## config.mk

```make
export PLATFORM = sky130hd
export DESIGN_NAME = regfile_read_port
export DESIGN_NICKNAME = d
export VERILOG_FILES = /design/src/rtl/regfile_read_port.sv
export SDC_FILE = /design/constraint.sdc
export NUM_CORES = 1
export LEC_CHECK = 0
export ABC_AREA = 1
export BUFFER_PORTS_ARGS = -buffer_cell sky130_fd_sc_hd__buf_2
export CORE_AREA = 2 2 139 141
export DETAILED_ROUTE_END_ITERATION = 10
export DIE_AREA = 0 0 141 143
export PLACE_DENSITY_LB_ADDON = 0.15
export SLEW_MARGIN = 20
export SYNTH_ARGS = -nofsm -noshare
export SYNTH_HDL_FRONTEND = slang
export SYNTH_SLANG_ARGS = --single-unit
```

## constraint.sdc

```tcl
create_clock -name clk -period 4.84 [get_ports clk]
set_clock_uncertainty 0.1 [all_clocks]
set_input_delay 0.242 -clock clk [delete_from_list [all_inputs] [get_ports clk]]
set_output_delay 0.242 -clock clk [all_outputs]
set_load 0.005 [all_outputs]
```

## src/rtl/regfile_read_port.sv

```systemverilog
// regfile_read_port: operand read stage with write-bus forwarding and a valid/ready handshake
module regfile_read_port #(
    parameter  int WIDTH = 16,
    parameter  int NREGS = 16,
    localparam int IW    = $clog2(NREGS)
) (
    input  logic             clk,
    input  logic             reset,
    input  logic [WIDTH-1:0] r0,
    input  logic [WIDTH-1:0] r1,
    input  logic [WIDTH-1:0] r2,
    input  logic [WIDTH-1:0] r3,
    input  logic [WIDTH-1:0] r4,
    input  logic [WIDTH-1:0] r5,
    input  logic [WIDTH-1:0] r6,
    input  logic [WIDTH-1:0] r7,
    input  logic [WIDTH-1:0] r8,
    input  logic [WIDTH-1:0] r9,
    input  logic [WIDTH-1:0] r10,
    input  logic [WIDTH-1:0] r11,
    input  logic [WIDTH-1:0] r12,
    input  logic [WIDTH-1:0] r13,
    input  logic [WIDTH-1:0] r14,
    input  logic [WIDTH-1:0] r15,
    input  logic [NREGS-1:0] regEn,
    input  logic [WIDTH-1:0] aluBus,
    input  logic [IW-1:0]    srcSel,
    input  logic [IW-1:0]    dstSel,
    input  logic [WIDTH-1:0] immVal,
    input  logic             useImm,
    input  logic             inValid,
    output logic             inReady,
    output logic [WIDTH-1:0] opA,
    output logic [WIDTH-1:0] opB,
    output logic [IW-1:0]    dstIdx,
    output logic             outValid,
    input  logic             outReady
);
    typedef enum logic {EMPTY = 1'b0, FULL = 1'b1} state_t;

    state_t           r_state;
    state_t           w_next;
    logic [WIDTH-1:0] r_opa;
    logic [WIDTH-1:0] r_opb;
    logic [IW-1:0]    r_dst;
    logic [IW-1:0]    r_src;
    logic             r_imm;
    logic [WIDTH-1:0] w_regs [NREGS];
    logic [WIDTH-1:0] w_fwd_a;
    logic [WIDTH-1:0] w_fwd_b;
    logic             w_accept;
    logic             w_consume;
    logic             w_hold;

    assign w_regs    = '{r0, r1, r2, r3, r4, r5, r6, r7, r8, r9, r10, r11, r12, r13, r14, r15};
    assign w_fwd_a   = regEn[dstSel] ? aluBus : w_regs[dstSel];
    assign w_fwd_b   = useImm ? immVal : regEn[srcSel] ? aluBus : w_regs[srcSel];
    assign outValid  = (r_state == FULL);
    assign inReady   = !outValid || outReady;
    assign w_accept  = inValid && inReady;
    assign w_consume = outValid && outReady;
    assign w_hold    = outValid && !outReady;
    assign opA       = r_opa;
    assign opB       = r_opb;
    assign dstIdx    = r_dst;

    // Next state: a new request fills the stage, a consume alone drains it
    always_comb begin
        w_next = w_accept ? FULL : w_consume ? EMPTY : r_state;
    end

    // State and operand registers; held operands track same-cycle writebacks
    always_ff @(posedge clk) begin
        if (!reset) begin
            r_state <= EMPTY;
            r_opa   <= '0;
            r_opb   <= '0;
            r_dst   <= '0;
            r_src   <= '0;
            r_imm   <= 1'b0;
        end else begin
            r_state <= w_next;
            if (w_accept) begin
                r_opa <= w_fwd_a;
                r_opb <= w_fwd_b;
                r_dst <= dstSel;
                r_src <= srcSel;
                r_imm <= useImm;
            end else if (w_hold) begin
                if (regEn[r_dst]) r_opa <= aluBus;
                if (!r_imm && regEn[r_src]) r_opb <= aluBus;
            end
        end
    end
endmodule

```

After elaboration in Yosys (flattened, before gate mapping)
Cells that the tools add are included.
{ "totals": {"register_bits": 42, "input_bits": 317, "out_inout_bits": 38} }
{ "op_classes": {"n_lt_le_gt_ge": 6, "muxes": 25, "bitwise": 2, "reduce_logical": 14} }
{ "ops": {"columns": ["op", "n"], "rows": [
  ["16-bit two-way mux", 13],
  ["16-bit binary-select mux with 4-bit select", 2],
  ["4-bit by 5-bit less-than comparator with 1-bit output, second input constant", 4],
  ["1-bit binary-select mux with 4-bit select", 4],
  ["5-bit greater-or-equal comparator, second input constant", 2],
  ["4-bit NOT with 5-bit output", 2],
  ["2-bit nonzero test", 4],
  ["1-bit two-way mux", 6],
  ["1-bit logical AND", 4],
  ["2-bit AND reduction", 2],
  ["1-bit zero test", 3],
  ["1-bit logical OR", 1]
]} }

Depth between registers and ports, before layout
Gate-level depths: netlist (run 1).
{ "depth": {"ltp_word": 7, "ltp_mapped": 13} }

Worst setup path after synthesis (run 1)
OpenSTA, ideal clock, no wires.
{ "synth_path": {"path_kind": "reg-to-reg", "start": "reg r_dst[0], in the netlist dstIdx[0]", "end": "reg r_opa[10], in the netlist opA[10]", "arrival_ps": 1418, "required_time_ps": 4623, "setup_slack_ps": 3205, "stages_incl_launch_ff": 14, "path_cell_list": "dfxtp_1 buf_4 a21oi_1 o21ai_0 nand3_1 nand2_1 nand2_1 nand2_1 nand2_1 nand2_2 inv_1 buf_4 a21oi_1 nor2_1"} }
{ "synth_via": {"elab_chain_cells": 4} }
{ "synth_rtl": {"columns": ["element", "line", "text"], "rows": [
  ["from (decl)", "45", "logic [IW-1:0] r_dst;"],
  ["from (signal assigned)", "86", "r_dst <= dstSel;"],
  ["1-bit binary-select mux with 4-bit select", "90", "if (regEn[r_dst]) r_opa <= aluBus;"],
  ["1-bit two-way mux (not written as such)", "90", null],
  ["2-bit nonzero test (no source line)", null, null],
  ["2-bit AND reduction (no source line)", null, null],
  ["to (signal assigned)", "84", "r_opa <= w_fwd_a;"],
  ["to (signal assigned)", "90", null],
  ["to (decl)", "43", "logic [WIDTH-1:0] r_opa;"]
]} }
Every way passes these cells. The select of a mux whose other input is x is not followed.
A chain may end at the register's enable or synchronous reset.

Worst setup path in the final report (run 1)
{ "layout_path": {"start": "in srcSel[2]", "end": "reg r_opb[11], in the netlist opB[11]"} }
{ "layout_via": {"elab_chain_cells": 7, "word_cells_on_any_way": 9, "classes_between": "mux (8); bitwise (1)"} }
{ "layout_rtl": {"columns": ["element", "line", "text"], "rows": [
  ["from (decl)", "27", "input logic [IW-1:0] srcSel,"],
  ["4-bit NOT with 5-bit output (not written as such)", "57", "assign w_fwd_b = useImm ? immVal : regEn[srcSel] ? aluBus : w_regs[srcSel];"],
  ["16-bit binary-select mux with 4-bit select", "57", null],
  ["16-bit two-way mux (not written as such) (2 in a row)", "57", null],
  ["16-bit two-way mux (*) (2 in a row)", "57", null],
  ["16-bit two-way mux (*)", "83", "if (w_accept) begin"],
  ["to (signal assigned)", "85", "r_opb <= w_fwd_b;"],
  ["to (signal assigned)", "91", "if (!r_imm && regEn[r_src]) r_opb <= aluBus;"],
  ["to (decl)", "44", "logic [WIDTH-1:0] r_opb;"]
]} }
Mark *: on every way between the ends. The rest lies on a longest branch, timed or not. The select of a mux whose other input is x is not followed.

==> results of run 1 <==
power breakdown:
part	switching (W)	total [W]	internal [W]
clock network	0.000147	0.000389	0.000242
registers	0.0000285	0.000408	0.000379
logic	0.000544	0.000870	0.000326
registers in the layout (all words and copies together), names as in the netlist:
name      count
dstIdx        4
r_imm         1
opA          16
outValid      1
opB          16
r_src         4
worst reg2reg max path, stage by stage (launching register included):
cell and delay (ns):
dfxtp_1 0.32, inv_1 0.04, nor2_1 0.16, inv_1 0.10, nor2_1 0.81, nand2_2 0.48
nand2_1 0.17, nand3_1 0.08, nand2_1 0.09, a21oi_1 0.05
worst max path at each step:
stage          slack (ns)       to  startpoint  cells past startpoint
3_5_place_dp         2.03  opB[13]   srcSel[2]                     10
4_1_cts              2.27  opB[11]   srcSel[2]                     10
2_1_floorplan        3.21  opA[10]   dstIdx[0]                     13
3_3_place_gp         2.09  opB[13]   srcSel[2]                     10
6_report             2.24  opB[11]   srcSel[2]                     10
5_1_grt              2.02  opB[11]   srcSel[2]                     10
kinds of logic (layout without fill, tap and decap cells):
kind of cell,count (synthesis),count (layout)
buffers and inverters,309,549
AOI/OAI and AO/OA,509,509
and+or+nand+nor,654,654
DFF,42,42
other,0,9
stage by stage:
step | total power, W | hold slack, ns | util, % | instances | setup WS, ns
2_1_floorplan | 0.000972 | 0.297 | - | 1514 | 3.21
3_3_place_gp | 0.00127 | 0.387 | 51.2 | 1980 | 2.09
3_5_place_dp | 0.00127 | 0.386 | 51.2 | 1980 | 2.03
4_1_cts | 0.00166 | 0.121 | 52.0 | 1988 | 2.27
5_1_grt | 0.00178 | 0.130 | 52.1 | 1995 | 2.02
6_report | 0.00167 | 0.123 | 52.2 | 1997 | 2.24
layout by cell type (no fill, tap or decap):
cell type / synthesis / routed
a211oi_1: 1 / 1
a21oi_1: 202 / 202
a21oi_2: 3 / 3
buf_12: 1 / 1
buf_2: 41 / 350
buf_4: 17 / 11
buf_6: 23 / 1
bufinv_16: 0 / 1
clkbuf_16: 0 / 5
clkbuf_8: 0 / 1
clkinv_1: 3 / 3
clkinv_2: 0 / 2
dfxtp_1: 42 / 42
diode_2: 0 / 9
inv_1: 169 / 169
inv_2: 4 / 4
inv_4: 1 / 1
nand2_1: 338 / 338
nand2_2: 5 / 5
nand2_4: 3 / 3
nand3_1: 241 / 241
nand3b_1: 6 / 6
nor2_1: 36 / 36
nor3_1: 1 / 1
o211ai_1: 68 / 68
o211ai_2: 28 / 28
o21ai_0: 121 / 121
o21ai_1: 84 / 84
o21ai_2: 2 / 2
or2_0: 5 / 5
or2_1: 13 / 13
or2_2: 6 / 6
layout make-up:
cell class	count	area, sq um
Inverter	177	667
Timing Repair Buffer	364	1880
Multi-Input combinational cell	1163	5820
Antenna cell	9	22.5
Tap cell	234	293
Fill cell	2077	8890
Sequential cell	42	841
Clock inverter	3	40.0
Clock buffer	5	125
per-layer routing:
metal	global-route usage, %	up-vias	part of all wire (%)
met5	0	-	0.037
met4	16.9	2	5.2
met3	4.86	93	6.9
met2	59.4	549	49
met1	38.8	5082	39
li1	-	5602	-
==> impl_metrics.toml, run 1 <==
[setup_path]
end_kind = "flip-flop"
critPathBufInv = 3
path_max_fanout = 35
critPathTopFamily = "buffers and inverters"
critPathKind = "in -> reg"
r2r_slack_ns = 2.31
rr_startpoint = "outValid"
max_stage_delay_ns = 0.62
cp.arrival_ns = 2.66
cp_cell_sequence = "buf_2, inv_2, nand3_1, nand3_1, nand2_2, inv_2, nand2_1, nand3_1, nand2_1, a21oi_1"
critPathSlowestCell = "buf_2"
worstSetupStartpointType = "input port"
r2r_cells = 9
crit_top_cell = "nand3_1"
critPathRequiredTime_ns = 4.91
reg2reg_to = "opB[11]"

[sta]
fin_crit_ns = 2.60
tightestPinTransition_ns = 1.10
setup_viol = 0
tns_ns = 0
final_hold_viol_count = 0
grt_setup_unrepaired = "false"
min_period_over_period_pct = 53.6
maxSlewHeadroom_pct = 26.6
fmax_mhz = 385
finalMaxSlewViolations = 0

[clocking]
cts-root-buf = "clkbuf_16"
ctsResizeCount = 0
postCtsSetupBuffers = 0
cts_tree = "yes"
htree_levels = 2
path_clk_slew_ns = 0.07
cts.sinks = 42
clk-insertion-delay-late_ns = 0.29
ctsHoldBuffers = 0
cts_buffers = 5
clock_path_buffers = 2

[route]
drtPass1Iterations = 7
vias = 11300
drtIter0Drc = 696
wl_per_cell_um = 17.5
drc_errors = 0
ant_nets = 0
viasPerCell = 5.67
wl_um = 34900

[global_routing]
grt_use_total_pct = 33.3
grt_pass1_vias = 10400
grt_pass1_wl_um = 53900
antenna_found_initial = 9
grt-ovfl-total = 0
grt_max_degree = 186

[synthesis]
synth_common_cells = "338 x nand2_1, 241 x nand3_1, 202 x a21oi_1, 169 x inv_1, 121 x o21ai_0"
synth_top_area_cell = "nand2_1"
ys.flop_type = "dfxtp_1"
yosysUniqueCellTypes = 31
synth_top_family_by_area = "compound AO/OA/AOI/OAI gates"
ys_top_cells_by_area = "nand2_1 16%, nand3_1 15%, a21oi_1 12%"
synth-edff-count = 0
synth-seq-cells = 42
synth-adder-area-share_pct = 0
syn_inst = 1514
synthMuxAreaShare_pct = 0
yosys.area_share.simple_pct = 35.1
yosys.cell_count.top_type = "nand2_1"
yosysWarnings = 0
synthXorXnorAreaFrac_pct = 0
async_reset_ff_share_pct = 0
synth_nets = 1831
seq_area_frac_synth_pct = 10.3
synth.avg_cell_area_sq_um = 5.40
synth_area_sq_mm = 0.00818
synth-compound-area-share_pct = 36.1
netlist.area_leader.share_pct = 15.5

[floorplan]
rows = 50
core_region_area_sq_mm = 0.0186
die_h_um = 143
initial_core_util_pct = 44.0
die_x_um = 141
ios = 355
die_area_sq_mm = 0.0202

[run_status]
status = "finished clean"

[power_and_ir_drop]
powerDensity_mw_per_mm2 = 172
p_leak_nw = 5.02
vdd_drop_max_v = 0.000128

[worst_hold_path]
hold_depth = 3
worstHoldEndpoint = "outValid"
hold_path.class = "in -> reg"
worstHoldStart = "inValid"

[final_layout]
drive_gt1_share_pct = 24.2
stdcell_area_sq_mm = 0.00969
fin_nets = 2070
syn2layout_area_growth_pct = 18.5

[placed_design]
hpwlAfterDp_um = 26200
gp_congestion = 0.917
place_area_sq_mm = 0.00950
portBuffers = 354

[job]
cap_violations = 0
Power figures use the tool's default switching activity.
==> inputs of run 2 (changes only) <==
Settings changed: CORE_AREA 2 2 139 141 to not set, CORE_UTILIZATION set to 45, DIE_AREA 0 0 141 143 to not set.
Clock period 4.84 ns to 2.2 ns, I/O delays scaled along.
==> run 2 against run 1 <==
Wire length is 1.0% lower. Clock power up 120%. Sequential power rose by 120%. Count of clock-buffer cells in the layout unchanged. Sequential cell count did not move. Hold slack worse by 0.12 ns. Cell area up 3.4%. Combinational power is 130% higher. Register-to-register slack got worse by 2.1 ns. First-iteration DRC count is 49% higher. Sequential share of layout area down 0.27 points. Setup slack worse by 2.0 ns. Critical endpoint is now opA[7]. Largest cell class unchanged. Largest power group unchanged. Highest routed layer is now met4.
==> impl_metrics.toml, run 2 (synthesis results as in run 1) <==
[placed_design]
hpwlAfterDp_um = 26600
place_ws_ns = 0.188
dp.cells = 2002
portBuffers = 354
gp_congestion = 0.941

[setup_path]
end_kind = "flip-flop"
critPathKind = "reg -> reg"
critPathSlowestCell = "dfxtp_2"
crit_top_cell = "nand2_1"
path_max_fanout = 17
max_stage_delay_ns = 0.38
cp.arrival_ns = 2.07
cp_cell_sequence = "inv_1, nand2_1, nand3_1, nand3_1, nand2_1, nand2_1, nand2_1, nand2_1, nand2_2, inv_1, buf_4, a21oi_1, nor2_1"
worstSetupStartpointType = "flip-flop"
critPathRequiredTime_ns = 2.28

[clocking]
cts_tree = "yes"
path_clk_slew_ns = 0.06
cts_buffers = 5
clk-insertion-delay-late_ns = 0.29
cts.sinks = 42
ctsHoldBuffers = 0
cts-root-buf = "clkbuf_16"
clock_path_buffers = 2
htree_levels = 2

[floorplan]
core_region_area_sq_mm = 0.0175
die_area_sq_mm = 0.0187
initial_core_util_pct = 46.6
die_h_um = 137
rows = 48
ios = 355
die_x_um = 137

[route]
vias = 11500
drtIter0Drc = 1036
viasPerCell = 5.69
drtPass1Iterations = 5
ant_nets = 0
drc_errors = 0
wl_per_cell_um = 17.1
wl_um = 34500

[global_routing]
grt_use_total_pct = 35.6
antenna_found_initial = 11
grt_pass1_wl_um = 52100
grt-ovfl-total = 0
grt_max_degree = 91
grt_pass1_vias = 10200

[sta]
min_period_over_period_pct = 90.5
fmax_mhz = 502
grt_setup_unrepaired = "false"
final_hold_viol_count = 0
finalWorstSetupSlack_ns = 0.208
maxSlewHeadroom_pct = 65.7
tns_ns = 0
tightestPinTransition_ns = 0.514
setup_viol = 0
finalMaxSlewViolations = 0
fin_crit_ns = 1.99

[final_layout]
fin_nets = 2101
fin_cells = 2021
syn2layout_area_growth_pct = 22.5
drive_gt1_share_pct = 25.5
layout_common_cells = "350 x buf_2, 338 x nand2_1, 241 x nand3_1, 202 x a21oi_1, 169 x inv_1"
final_common_cell = "buf_2"

[power_and_ir_drop]
powerDensity_mw_per_mm2 = 373
p_leak_nw = 5.20
power.switching_w = 0.00159
combPwrFrac_pct = 53.7
p_clk_share_pct = 22.6
vdd_drop_max_v = 0.000316
p_seq_share_pct = 23.7
p_sw_share_pct = 42.6
power.internal_w = 0.00215

[run_status]
status = "finished clean"

[job]
cap_violations = 0

[worst_hold_path]
hold_path.class = "in -> reg"
[run 2: cell types whose count changed in the layout (fill, tap and decap cells not counted), sizes merged]
cell / before / now
diode: 9 / 11
buf: 363 / 394
[run 2: repair_timing]
action	4_1_cts	5_1_grt
setup buffers	0	0
resized for setup	0	1
endpoints found under the setup margin	0	16
[run 2: metal layers]
| metal | global-route usage, % | vias to the layer above | part of all wire (%) |
|---|---|---|---|
| met1 | 43.2 | 5124 | 40 |
| li1 | - | 5663 | - |
| met4 | 17.7 | 0 | 4.5 |
| met5 | 0 | - | 0 |
| met2 | 62.0 | 615 | 48 |
| met3 | 4.11 | 93 | 7.7 |
[run 2: path summary, 6_finish.rpt]
check	start	end	slack (ns)	cells past startpoint
worst max-delay path	dstIdx[0]	opA[7]	0.21	13
worst min-delay path	inValid	outValid	0.006	3
worst max register to register	dstIdx[0]	opA[7]	0.21	13
worst min register to register	opB[14]	opB[14]	0.39	2
[run 2: worst max-delay path: cells and delay by family (launching register included)]
family | cells | cell delay, ns
AO/OA/AOI/OAI | 1 | 0.16
flip-flops | 1 | 0.38
AND/OR/NAND/NOR | 9 | 0.78
buffers and inverters | 3 | 0.44
[run 2: power groups by stage]
stage          registers [W]  clock network, W  logic, W
2_1_floorplan       0.000892                 0   0.00125
3_3_place_gp        0.000899                 0   0.00196
3_5_place_dp        0.000899                 0   0.00197
4_1_cts             0.000883          0.000842   0.00198
5_1_grt             0.000894          0.000876   0.00221
6_report            0.000886          0.000845   0.00201
[run 2: metrics by stage]
stage                     hold slack [ns]  total power [W]  instance area [sq um]  util [%]
after global placement              0.302          0.00286                   9830      56.0
final                             0.00592          0.00374                  10000      57.1
after detailed placement            0.303          0.00287                   9830      56.0
after floorplan                     0.165          0.00214                   8180         -
after CTS                         0.00438          0.00371                   9990      57.0
after global routing               0.0246          0.00398                  10000      57.1
[run 2: area by class of cell]
type                    instances  area, sq um
fillers                      1868         7520
well taps                     225          282
repair buffers                395         2210
clock buffers                   5          125
inverters                     177          667
diodes                         11         27.5
flip-flops and latches         42          842
multi-input cells            1163         5820
clock inverters                 3         40.0
